## config.mk

```make
export PLATFORM = sky130hd
export DESIGN_NAME = seg7_scan_ctrl_flat
export DESIGN_NICKNAME = d
export VERILOG_FILES = /design/src/rtl/seg7_pkg.sv /design/src/rtl/seg7_scan_ctrl_if.sv /design/src/rtl/seg7_scan_ctrl_seg7.sv /design/src/rtl/seg7_scan_ctrl.sv /design/src/flat_wrapper.sv
export SDC_FILE = /design/constraint.sdc
export NUM_CORES = 1
export LEC_CHECK = 0
export ABC_AREA = 1
export BUFFER_PORTS_ARGS = -buffer_cell sky130_fd_sc_hd__buf_2
export CAP_MARGIN = 20
export CORE_ASPECT_RATIO = 0.7
export CORE_MARGIN = 1
export CORE_UTILIZATION = 55
export DETAILED_ROUTE_END_ITERATION = 8
export PLACE_DENSITY_LB_ADDON = 0.1
export SYNTH_ARGS = -nofsm -noshare
export SYNTH_HDL_FRONTEND = slang
export SYNTH_SLANG_ARGS = --single-unit
```

## constraint.sdc

```tcl
create_clock -name clk -period 2.31 [get_ports clk]
set_input_delay 0.462 -clock clk [delete_from_list [all_inputs] [get_ports clk]]
set_output_delay 0.462 -clock clk [all_outputs]
set_load 0.05 [all_outputs]
```

## src/rtl/seg7_pkg.sv

```systemverilog
// Shared constants and helpers for the seven-segment scan controller.
// Helpers are sized for the widest supported display; callers slice or index down.
package seg7_pkg;

    localparam int         MAX_DIGITS = 8;
    localparam int         MAX_IDX_W  = $clog2(MAX_DIGITS);
    localparam int         MAX_DW     = 4 * MAX_DIGITS;
    localparam logic [3:0] BCD_MAX    = 4'd9;
    localparam logic [6:0] SEG_BLANK  = 7'b0000000;

    // All anodes off for an n-digit display (active-low anodes).
    function automatic logic [MAX_DIGITS-1:0] an_off(input int n);
        an_off = '0;
        for (int i = 0; i < MAX_DIGITS; i++) begin
            if (i < n) an_off[i] = 1'b1;
        end
    endfunction

    // Bit i set when digit i is a leading zero; digit 0 always stays visible.
    function automatic logic [MAX_DIGITS-1:0] lz_blank_mask(
        input logic [MAX_DW-1:0] digits,
        input int                n,
        input logic              lz
    );
        logic zero_above;
        lz_blank_mask = '0;
        zero_above    = 1'b1;
        for (int i = MAX_DIGITS - 1; i > 0; i--) begin
            if (i < n) begin
                zero_above       = zero_above && (digits[4*i +: 4] == 4'd0);
                lz_blank_mask[i] = lz && zero_above;
            end
        end
    endfunction

endpackage

```

## src/rtl/seg7_scan_ctrl_if.sv

```systemverilog
// Write port of the scan controller: new display values enter here.
// A word moves on any rising clk edge where wr_valid && wr_ready; wr_data is ignored otherwise.
interface seg7_scan_ctrl_if #(
    parameter int NUM_DIGITS = 4
);
    logic                    wr_valid;
    logic [4*NUM_DIGITS-1:0] wr_data;
    logic                    wr_ready;

    modport master (output wr_valid, output wr_data, input wr_ready);
    modport slave  (input wr_valid, input wr_data, output wr_ready);
endinterface

```

## src/rtl/seg7_scan_ctrl_seg7.sv

```systemverilog
// BCD to seven-segment decoder, a_to_g ordering is {a,b,c,d,e,f,g}, 1 = lit.
// Non-BCD codes decode to a dark digit and drop en_o.
module seg7
    import seg7_pkg::*;
(
    input  logic [3:0] digit_i,
    output logic [6:0] a_to_g_o,
    output logic       en_o
);

    always_comb begin
        en_o = (digit_i <= BCD_MAX);
        case (digit_i)
            4'd0:    a_to_g_o = 7'b1111110;
            4'd1:    a_to_g_o = 7'b0110000;
            4'd2:    a_to_g_o = 7'b1101101;
            4'd3:    a_to_g_o = 7'b1111001;
            4'd4:    a_to_g_o = 7'b0110011;
            4'd5:    a_to_g_o = 7'b1011011;
            4'd6:    a_to_g_o = 7'b1011111;
            4'd7:    a_to_g_o = 7'b1110000;
            4'd8:    a_to_g_o = 7'b1111111;
            4'd9:    a_to_g_o = 7'b1111011;
            default: a_to_g_o = SEG_BLANK;
        endcase
    end

endmodule

```

## src/rtl/seg7_scan_ctrl.sv

```systemverilog
// Time-multiplexed scan controller for a common-anode multi-digit display.
// New values are staged in a pending register and only become visible at a frame wrap.
module seg7_scan_ctrl
    import seg7_pkg::*;
#(
    parameter int NUM_DIGITS   = 4,
    parameter int TICK_DIV     = 50000,
    parameter int BLANK_CYCLES = 2
) (
    input  logic                  clk,
    input  logic                  rst,
    input  logic                  en,
    input  logic                  lz_blank,
    seg7_scan_ctrl_if.slave       wr,
    output logic [NUM_DIGITS-1:0] an_n,
    output logic [6:0]            a_to_g,
    output logic                  frame_done
);

    localparam int CNT_W = $clog2(TICK_DIV);
    localparam int IDX_W = $clog2(NUM_DIGITS);
    localparam int DW    = 4 * NUM_DIGITS;

    localparam logic [MAX_DIGITS-1:0] AN_OFF_W  = an_off(NUM_DIGITS);
    localparam logic [NUM_DIGITS-1:0] AN_OFF    = AN_OFF_W[NUM_DIGITS-1:0];
    localparam logic [NUM_DIGITS-1:0] AN_ONE    = NUM_DIGITS'(1);
    localparam logic [CNT_W-1:0]      CNT_LAST  = CNT_W'(TICK_DIV - 1);
    localparam logic [CNT_W-1:0]      CNT_BLANK = CNT_W'(BLANK_CYCLES);
    localparam logic [IDX_W-1:0]      IDX_LAST  = IDX_W'(NUM_DIGITS - 1);

    logic [CNT_W-1:0]      cnt_q, cnt_d;
    logic [IDX_W-1:0]      idx_q, idx_d;
    logic [DW-1:0]         display_q, display_d;
    logic [DW-1:0]         pending_q, pending_d;
    logic                  pending_valid_q, pending_valid_d;
    logic [NUM_DIGITS-1:0] an_n_q, an_n_d;
    logic [3:0]            digit_x_q, digit_x_d;
    logic                  frame_done_q, frame_done_d;

    logic                  tick, wrap, xfer, commit, dark;
    logic [3:0]            cur_nib;
    logic [MAX_DIGITS-1:0] lz_mask;
    logic                  seg_en_unused;

    assign wr.wr_ready = ~pending_valid_q;

    always_comb begin
        tick    = en && (cnt_q == CNT_LAST);
        wrap    = tick && (idx_q == IDX_LAST);
        xfer    = wr.wr_valid && ~pending_valid_q;
        commit  = wrap && pending_valid_q;
        cur_nib = display_q[{idx_q, 2'b00} +: 4];
        lz_mask = lz_blank_mask(MAX_DW'(display_q), NUM_DIGITS, lz_blank);
        dark    = (cnt_q < CNT_BLANK) || !en || lz_mask[MAX_IDX_W'(idx_q)]
                  || (cur_nib > BCD_MAX);
    end

    // Scan position: prescaler inside a slot, digit index across the frame.
    always_comb begin
        cnt_d = cnt_q;
        idx_d = idx_q;
        if (tick) begin
            cnt_d = '0;
            idx_d = wrap ? '0 : idx_q + IDX_W'(1);
        end else if (en) begin
            cnt_d = cnt_q + CNT_W'(1);
        end
    end

    // Commit and transfer never coincide: one needs the pending slot full, the other empty.
    always_comb begin
        display_d       = display_q;
        pending_d       = pending_q;
        pending_valid_d = pending_valid_q;
        if (commit) begin
            display_d       = pending_q;
            pending_valid_d = 1'b0;
        end
        if (xfer) begin
            pending_d       = wr.wr_data;
            pending_valid_d = 1'b1;
        end
    end

    always_comb begin
        an_n_d       = dark ? AN_OFF : ~(AN_ONE << idx_q);
        digit_x_d    = cur_nib;
        frame_done_d = wrap;
    end

    always_ff @(posedge clk or posedge rst) begin
        if (rst) begin
            cnt_q           <= '0;
            idx_q           <= '0;
            display_q       <= '0;
            pending_q       <= '0;
            pending_valid_q <= 1'b0;
            an_n_q          <= AN_OFF;
            digit_x_q       <= 4'd0;
            frame_done_q    <= 1'b0;
        end else begin
            cnt_q           <= cnt_d;
            idx_q           <= idx_d;
            display_q       <= display_d;
            pending_q       <= pending_d;
            pending_valid_q <= pending_valid_d;
            an_n_q          <= an_n_d;
            digit_x_q       <= digit_x_d;
            frame_done_q    <= frame_done_d;
        end
    end

    assign an_n       = an_n_q;
    assign frame_done = frame_done_q;

    // The decoder's enable is not used; anode gating is already folded into an_n.
    seg7 u_seg7 (
        .digit_i  (digit_x_q),
        .a_to_g_o (a_to_g),
        .en_o     (seg_en_unused)
    );

endmodule
```

## src/flat_wrapper.sv

```systemverilog
// flat-port wrapper written by rule: the top's interface ports become plain ports
module seg7_scan_ctrl_flat import seg7_pkg::*;
#(
    parameter int NUM_DIGITS   = 4,
    parameter int TICK_DIV     = 50000,
    parameter int BLANK_CYCLES = 2
)
  (clk, rst, en, lz_blank, an_n, a_to_g, frame_done, wr_wr_valid, wr_wr_data, wr_wr_ready);
  seg7_scan_ctrl_if #(.NUM_DIGITS(NUM_DIGITS)) wr_i ();
  input  logic clk;
  input  logic rst;
  input  logic en;
  input  logic lz_blank;
  output logic [NUM_DIGITS-1:0] an_n;
  output logic [6:0] a_to_g;
  output logic frame_done;
  input wire logic [$bits(wr_i.wr_valid)-1:0] wr_wr_valid;
  input wire logic [$bits(wr_i.wr_data)-1:0] wr_wr_data;
  output wire logic [$bits(wr_i.wr_ready)-1:0] wr_wr_ready;
  assign wr_i.wr_valid = wr_wr_valid;
  assign wr_i.wr_data = wr_wr_data;
  assign wr_wr_ready = wr_i.wr_ready;
  seg7_scan_ctrl #(.NUM_DIGITS(NUM_DIGITS), .TICK_DIV(TICK_DIV), .BLANK_CYCLES(BLANK_CYCLES)) u_core (.clk(clk), .rst(rst), .en(en), .lz_blank(lz_blank), .wr(wr_i), .an_n(an_n), .a_to_g(a_to_g), .frame_done(frame_done));
endmodule
```

---- Word-level counts from Yosys, hierarchy flattened ----
Memory sizes are Yosys's and may differ from the RTL's.
Index checks and enable logic that the tools add are counted.
storage, ports and cells
  bits in registers ....................... 60
  memory bits (read-only) ................. 112
  output and inout port bits .............. 13
  logic and storage cells ................. 46
  memories ................................ 1
  bits of input ports ..................... 21
cells by class
  $add $sub $neg .......................... 2
  equality and inequality tests ........... 2
  multiplexer cells ....................... 8
  bitwise logic cells ..................... 2
  reduce and logical (&&, ||, !) cells .... 18
  $lt $le $gt $ge ......................... 3
  shifts and indexed selects .............. 2
memory list
  name              words  bits a word  rd ports  clocked after memory_dff  wr ports  line                       source
  (name not given)  16     7            1         0                         0         seg7_scan_ctrl_seg7.sv:13  case (digit_i)
operators by type and width
  kind                                                          number
  two-way mux 16 bit                                            2
  adder 16 x 1 -> 16 bit (second input constant)                1
  == test 16 bit (second input constant)                        1
  less-than comparator 16 x 2 -> 1 bit (second input constant)  1
  variable part select 16 x 5 -> 4 bit                          1
  logical NOT 4 bit                                             3
  logical AND 1 bit                                             9
  greater-than comparator 4 bit (second input constant)         1
  less-than comparator 2 x 4 -> 1 bit (second input constant)   1
  two-way mux 4 bit                                             1
  inverter 4 bit                                                1
  nonzero test 2 bit                                            2
  << shifter 1 x 2 -> 4 bit (first input constant)              1
  logical OR 1 bit                                              3
  two-way mux 1 bit                                             3
  adder 2 x 1 -> 2 bit (second input constant)                  1
  binary-select mux 1 bit (select 2 bit)                        1
  == test 2 bit (second input constant)                         1
  two-way mux 2 bit                                             1
  logical NOT 1 bit                                             1
  inverter 1 bit                                                1

---- Longest topological paths before layout ----
  word-level depth ........................ 9
  gate-level depth with buffers ........... 9
  mapped depth without buffers ............ 9

---- By module ----
A second synthesis with hierarchy kept.
second synthesis, totals
  cells, all modules ...................... 371
  area, all modules ....................... 3,116.7 µm²
modules (own cells, without submodules)
  module          cells each  times used  area each (µm²)
  seg7_scan_ctrl  329         1           2,877.8
  seg7            42          1           239.0

---- Worst setup path after synthesis ----
OpenSTA, ideal clock, no wires.
  kind .................................... reg-to-output
  start ................................... register u_core.digit_x_q[1]
  end ..................................... output port a_to_g[3]
  slack ................................... -0.129 ns
  data required time ...................... 1.848 ns
  path buffers ............................ 0
  arrival time ............................ 1.977 ns
  stages on the path, launching flop included .. 7
  path through ............................ dfrtp_1 -> inv_1 -> ha_1 -> nand2_1 -> inv_1 -> nor2_1 -> o21ai_0
between the ends
  longest elaborated chain between the ends .. 1
ends and longest elaborated chain
  item                      line                   source
  start: declaration        seg7_scan_ctrl.sv:37   logic [3:0] digit_x_q, digit_x_d;
  start signal: assignment  seg7_scan_ctrl.sv:108  digit_x_q <= digit_x_d;
  memory (16 x 7 bit)       -
  end: declaration          flat_wrapper.sv:15     output logic [6:0] a_to_g;
No other way between the ends.

---- Worst setup path after layout ----
Ends and elaborated chain as after synthesis.

==> results.yml <==
sta:
  worst_slew_pin_slew_ns: 0.679
  setup_viol: 0
  fin_skew_ns: 0.0112
  max_freq_mhz: 464
  setup_tns_ns: 0
  rsz0062_at_grt: "false"
  period_share_pct: 93.4
  setup_slack_ns: 0.153
  slew_headroom_pct: 54.6
  slew_violations: 0
  final.min_clock_period_ns: 2.16
  finalHoldViolCount: 0
final_layout:
  area_growth_pct: 14.2
  fillers: 460
  antenna_cells: 0
  design_area_um2: 3640
  fin_nets: 435
  drive_above_1_share_pct: 23.3
  layoutNonFillerInstCount: 480
worst_setup_path:
  crit_slowest_cell: "dfrtp_1"
  required_ns: 1.85
  max_stage_delay_ns: 0.43
  crit_buf_inv: 3
  path_max_fanout: 6
  cp.arrival_ns: 1.70
  crit_path_end_kind: "output pin"
  crit_path_frequent_cell: "inv_1"
  critical-path-top-delay-family: "buffers and inverters"
  worstSetupPathType: "reg -> out"
  worstPathCellList: "inv_1 > ha_1 > nand2_1 > inv_1 > nor2_1 > o21ai_1 > clkbuf_4"
  startpoint_type: "flip-flop"
drt:
  dr_total_vias: 2528
  vias_per_cell: 5.27
  ant_nets: 0
  wl_per_cell_um: 13.1
  routed_wl_um: 6270
  drc: 0
  drt_iter0_drc: 273
  firstDrtPassIters: 5
clock_tree:
  tritoncts.num_buffers: 9
  clk_path_buf_depth: 2
  cts_tree: "built"
  hold_buffers: 0
  cts_setup_buffers: 0
  ctsRootBufferMaster: "clkbuf_8"
  clk_pin_slew_ns: 0.07
  cts_resized: 0
  cts_sinks: 60
  ctsHtreeMaxLevel: 3
  clock_latency_ns: 0.34
hold_path:
  min_path_type: "in -> async"
synth:
  synth_xor_area_share_pct: 1.38
  synth_top_area_share_pct: 44.0
  synth-compound-area-share_pct: 4.60
  syn_nets: 398
  synth_area_leaders: "dfrtp_1, nand2_1, mux2_2"
  synth-simple-area-share_pct: 29.2
  async_flop_share_pct: 100
  ys_types: 34
  yosysTopAreaCell: "dfrtp_1"
  synth_cells: 366
  ys_ff_latch: 60
  syn_area_per_cell_um2: 8.70
  synthFlopType: "dfrtp_1"
  synth_top_family_by_area: "simple AND/OR/NAND/NOR gates"
  synthAdderAreaFrac_pct: 4.32
  synthMuxAreaShare_pct: 5.66
  netlist_area_um2: 3180
  synth_edf_count: 0
  seq_area_frac_synth_pct: 47.3
  synth_warnings: 0
die:
  start_util_pct: 59.0
  core_area_um2: 5400
  die_h_um: 65.7
  dieArea_um2: 6100
  ioPinCount: 34
  die_w_um: 92.9
  rows: 22
global_route:
  grt.overflow.total: 0
  grt_max_degree: 61
  grt_pass1_vias: 2241
  antenna_found_initial: 0
  grt.total_usage_pct: 23.8
  grt_pass1_wl_um: 10800
run:
  max_cap_violations: 0
place:
  hpwl_um: 4650
  place.gp.congestion: 0.942
  io_buffers: 33
  placed_cells: 464
  preCtsSetupSlack_ns: 0.468
  dpl-instance-area_um2: 3390
outcome:
  outcome: "finished clean"
power_and_ir_drop:
  power_density_nw_per_um2: 729
  fin_total_pwr_w: 0.00265
  ir_drop_uv: 619
  power.leakage_nw: 1.86
==> metrics by stage <==
stage | hold slack (ns) | utilization (%)
detailed placement | 0.464 | 62.8
global placement | 0.460 | 62.8
global route | 0.186 | 67.4
finish | 0.167 | 67.4
floorplan | 0.437 | -
CTS | 0.177 | 67.4
==> flip-flops by register name, summed over array words and instances (netlist names) <==
register and cells:
u_core.digit_x_q 4, u_core.frame_done 1, u_core.display_q 16, u_core.pending_valid_q 1, u_core.idx_q 2, u_core.cnt_q 16, u_core.an_n 4, u_core.pending_q 16
==> final cells by class <==
cell class	count	area, µm²	area share (%)
well taps	72	90.1	2.48
inverters	38	143	3.92
clock inverters	6	111	3.06
flip-flops and latches	60	1510	41.4
repair buffers	37	210	5.78
multi-input cells	257	1440	39.6
clock buffers	10	138	3.78
==> worst min-delay path: stages <==
cell and delay (ns):
buf_2 0.10, inv_2 0.06, buf_12 0.27
==> cell families after synthesis <==
group,count (synthesis)
buf+inv,49
fa+ha+maj,11
flops,60
simple gates,198
xor+xnor,5
compound gates,27
mux,16
==> report_power, final <==
group	internal [W]	leakage [nW]	switching, W
logic	0.000106	0.977	0.000155
clock network	0.000745	0.122	0.000413
registers	0.00113	0.764	0.000102
==> worst paths after layout <==
kind | start | to | slack [ns] | depth (start not counted)
setup / recovery | u_core.digit_x_q[1] | a_to_g[3] | 0.15 | 7
hold / removal | rst | u_core.cnt_q[14] | 0.17 | 3
setup reg to reg | u_core.idx_q[0] | u_core.an_n[0] | 0.66 | 7
hold reg to reg | u_core.display_q[6] | u_core.display_q[6] | 0.48 | 2
max in group asynchronous | rst | u_core.an_n[0] | 1.84 | 3
min in group clk | wr_wr_data[2] | u_core.pending_q[2] | 0.36 | 2
==> cell usage after synthesis (2+ instances only) <==
| library cell | n |
|---|---|
| nand2_1 | 89 |
| inv_1 | 33 |
| dfrtp_1 | 56 |
| nand4_1 | 23 |
| inv_2 | 4 |
| buf_4 | 2 |
| a31oi_1 | 2 |
| nand3_1 | 19 |
| nor2_1 | 45 |
| mux2_2 | 16 |
| dfstp_2 | 4 |
| or2_2 | 2 |
| nor2_2 | 3 |
| o21ai_0 | 16 |
| buf_2 | 2 |
| xor2_1 | 5 |
| nand2_2 | 4 |
| nor2_4 | 4 |
| nor3_1 | 5 |
| o21bai_1 | 2 |
| ha_1 | 11 |
| a21oi_1 | 4 |
| buf_6 | 4 |
==> routing by layer <==
layer,share of wire (%),GRT usage [%],vias to the layer above
met5,0,0,-
met4,1.0,6.92,0
met3,8.7,7.87,9
met2,40,33.1,105
met1,50,35.1,1152
li1,-,-,1262
==> cell usage in the layout (no fill, tap or decap) <==
cell type	Yosys	layout
o21bai_1	2	2
inv_2	4	5
o21ai_0	16	14
clkinv_2	0	1
dfrtp_1	56	56
nand2_4	1	1
nor3_1	5	5
nor2_1	45	45
dfstp_2	4	4
clkbuf_8	0	10
clkinv_1	1	1
a21oi_1	4	4
nand4_1	23	23
nand2_1	89	89
clkbuf_4	1	1
o21ai_1	1	3
nor2_2	3	3
buf_4	2	3
a31oi_1	2	2
o22ai_1	1	1
buf_2	2	32
inv_1	33	32
nor2_8	1	1
bufinv_16	0	3
mux2_2	16	16
nor2_4	4	4
nand2_2	4	4
clkinv_4	0	1
nand4_4	1	1
o21a_1	1	1
buf_12	0	1
clkinvlp_4	0	1
nand3_2	1	1
or2_2	2	2
nand3_1	19	19
xor2_1	5	5
ha_1	11	11
Note: power is estimated with default switching activity, not from simulation.
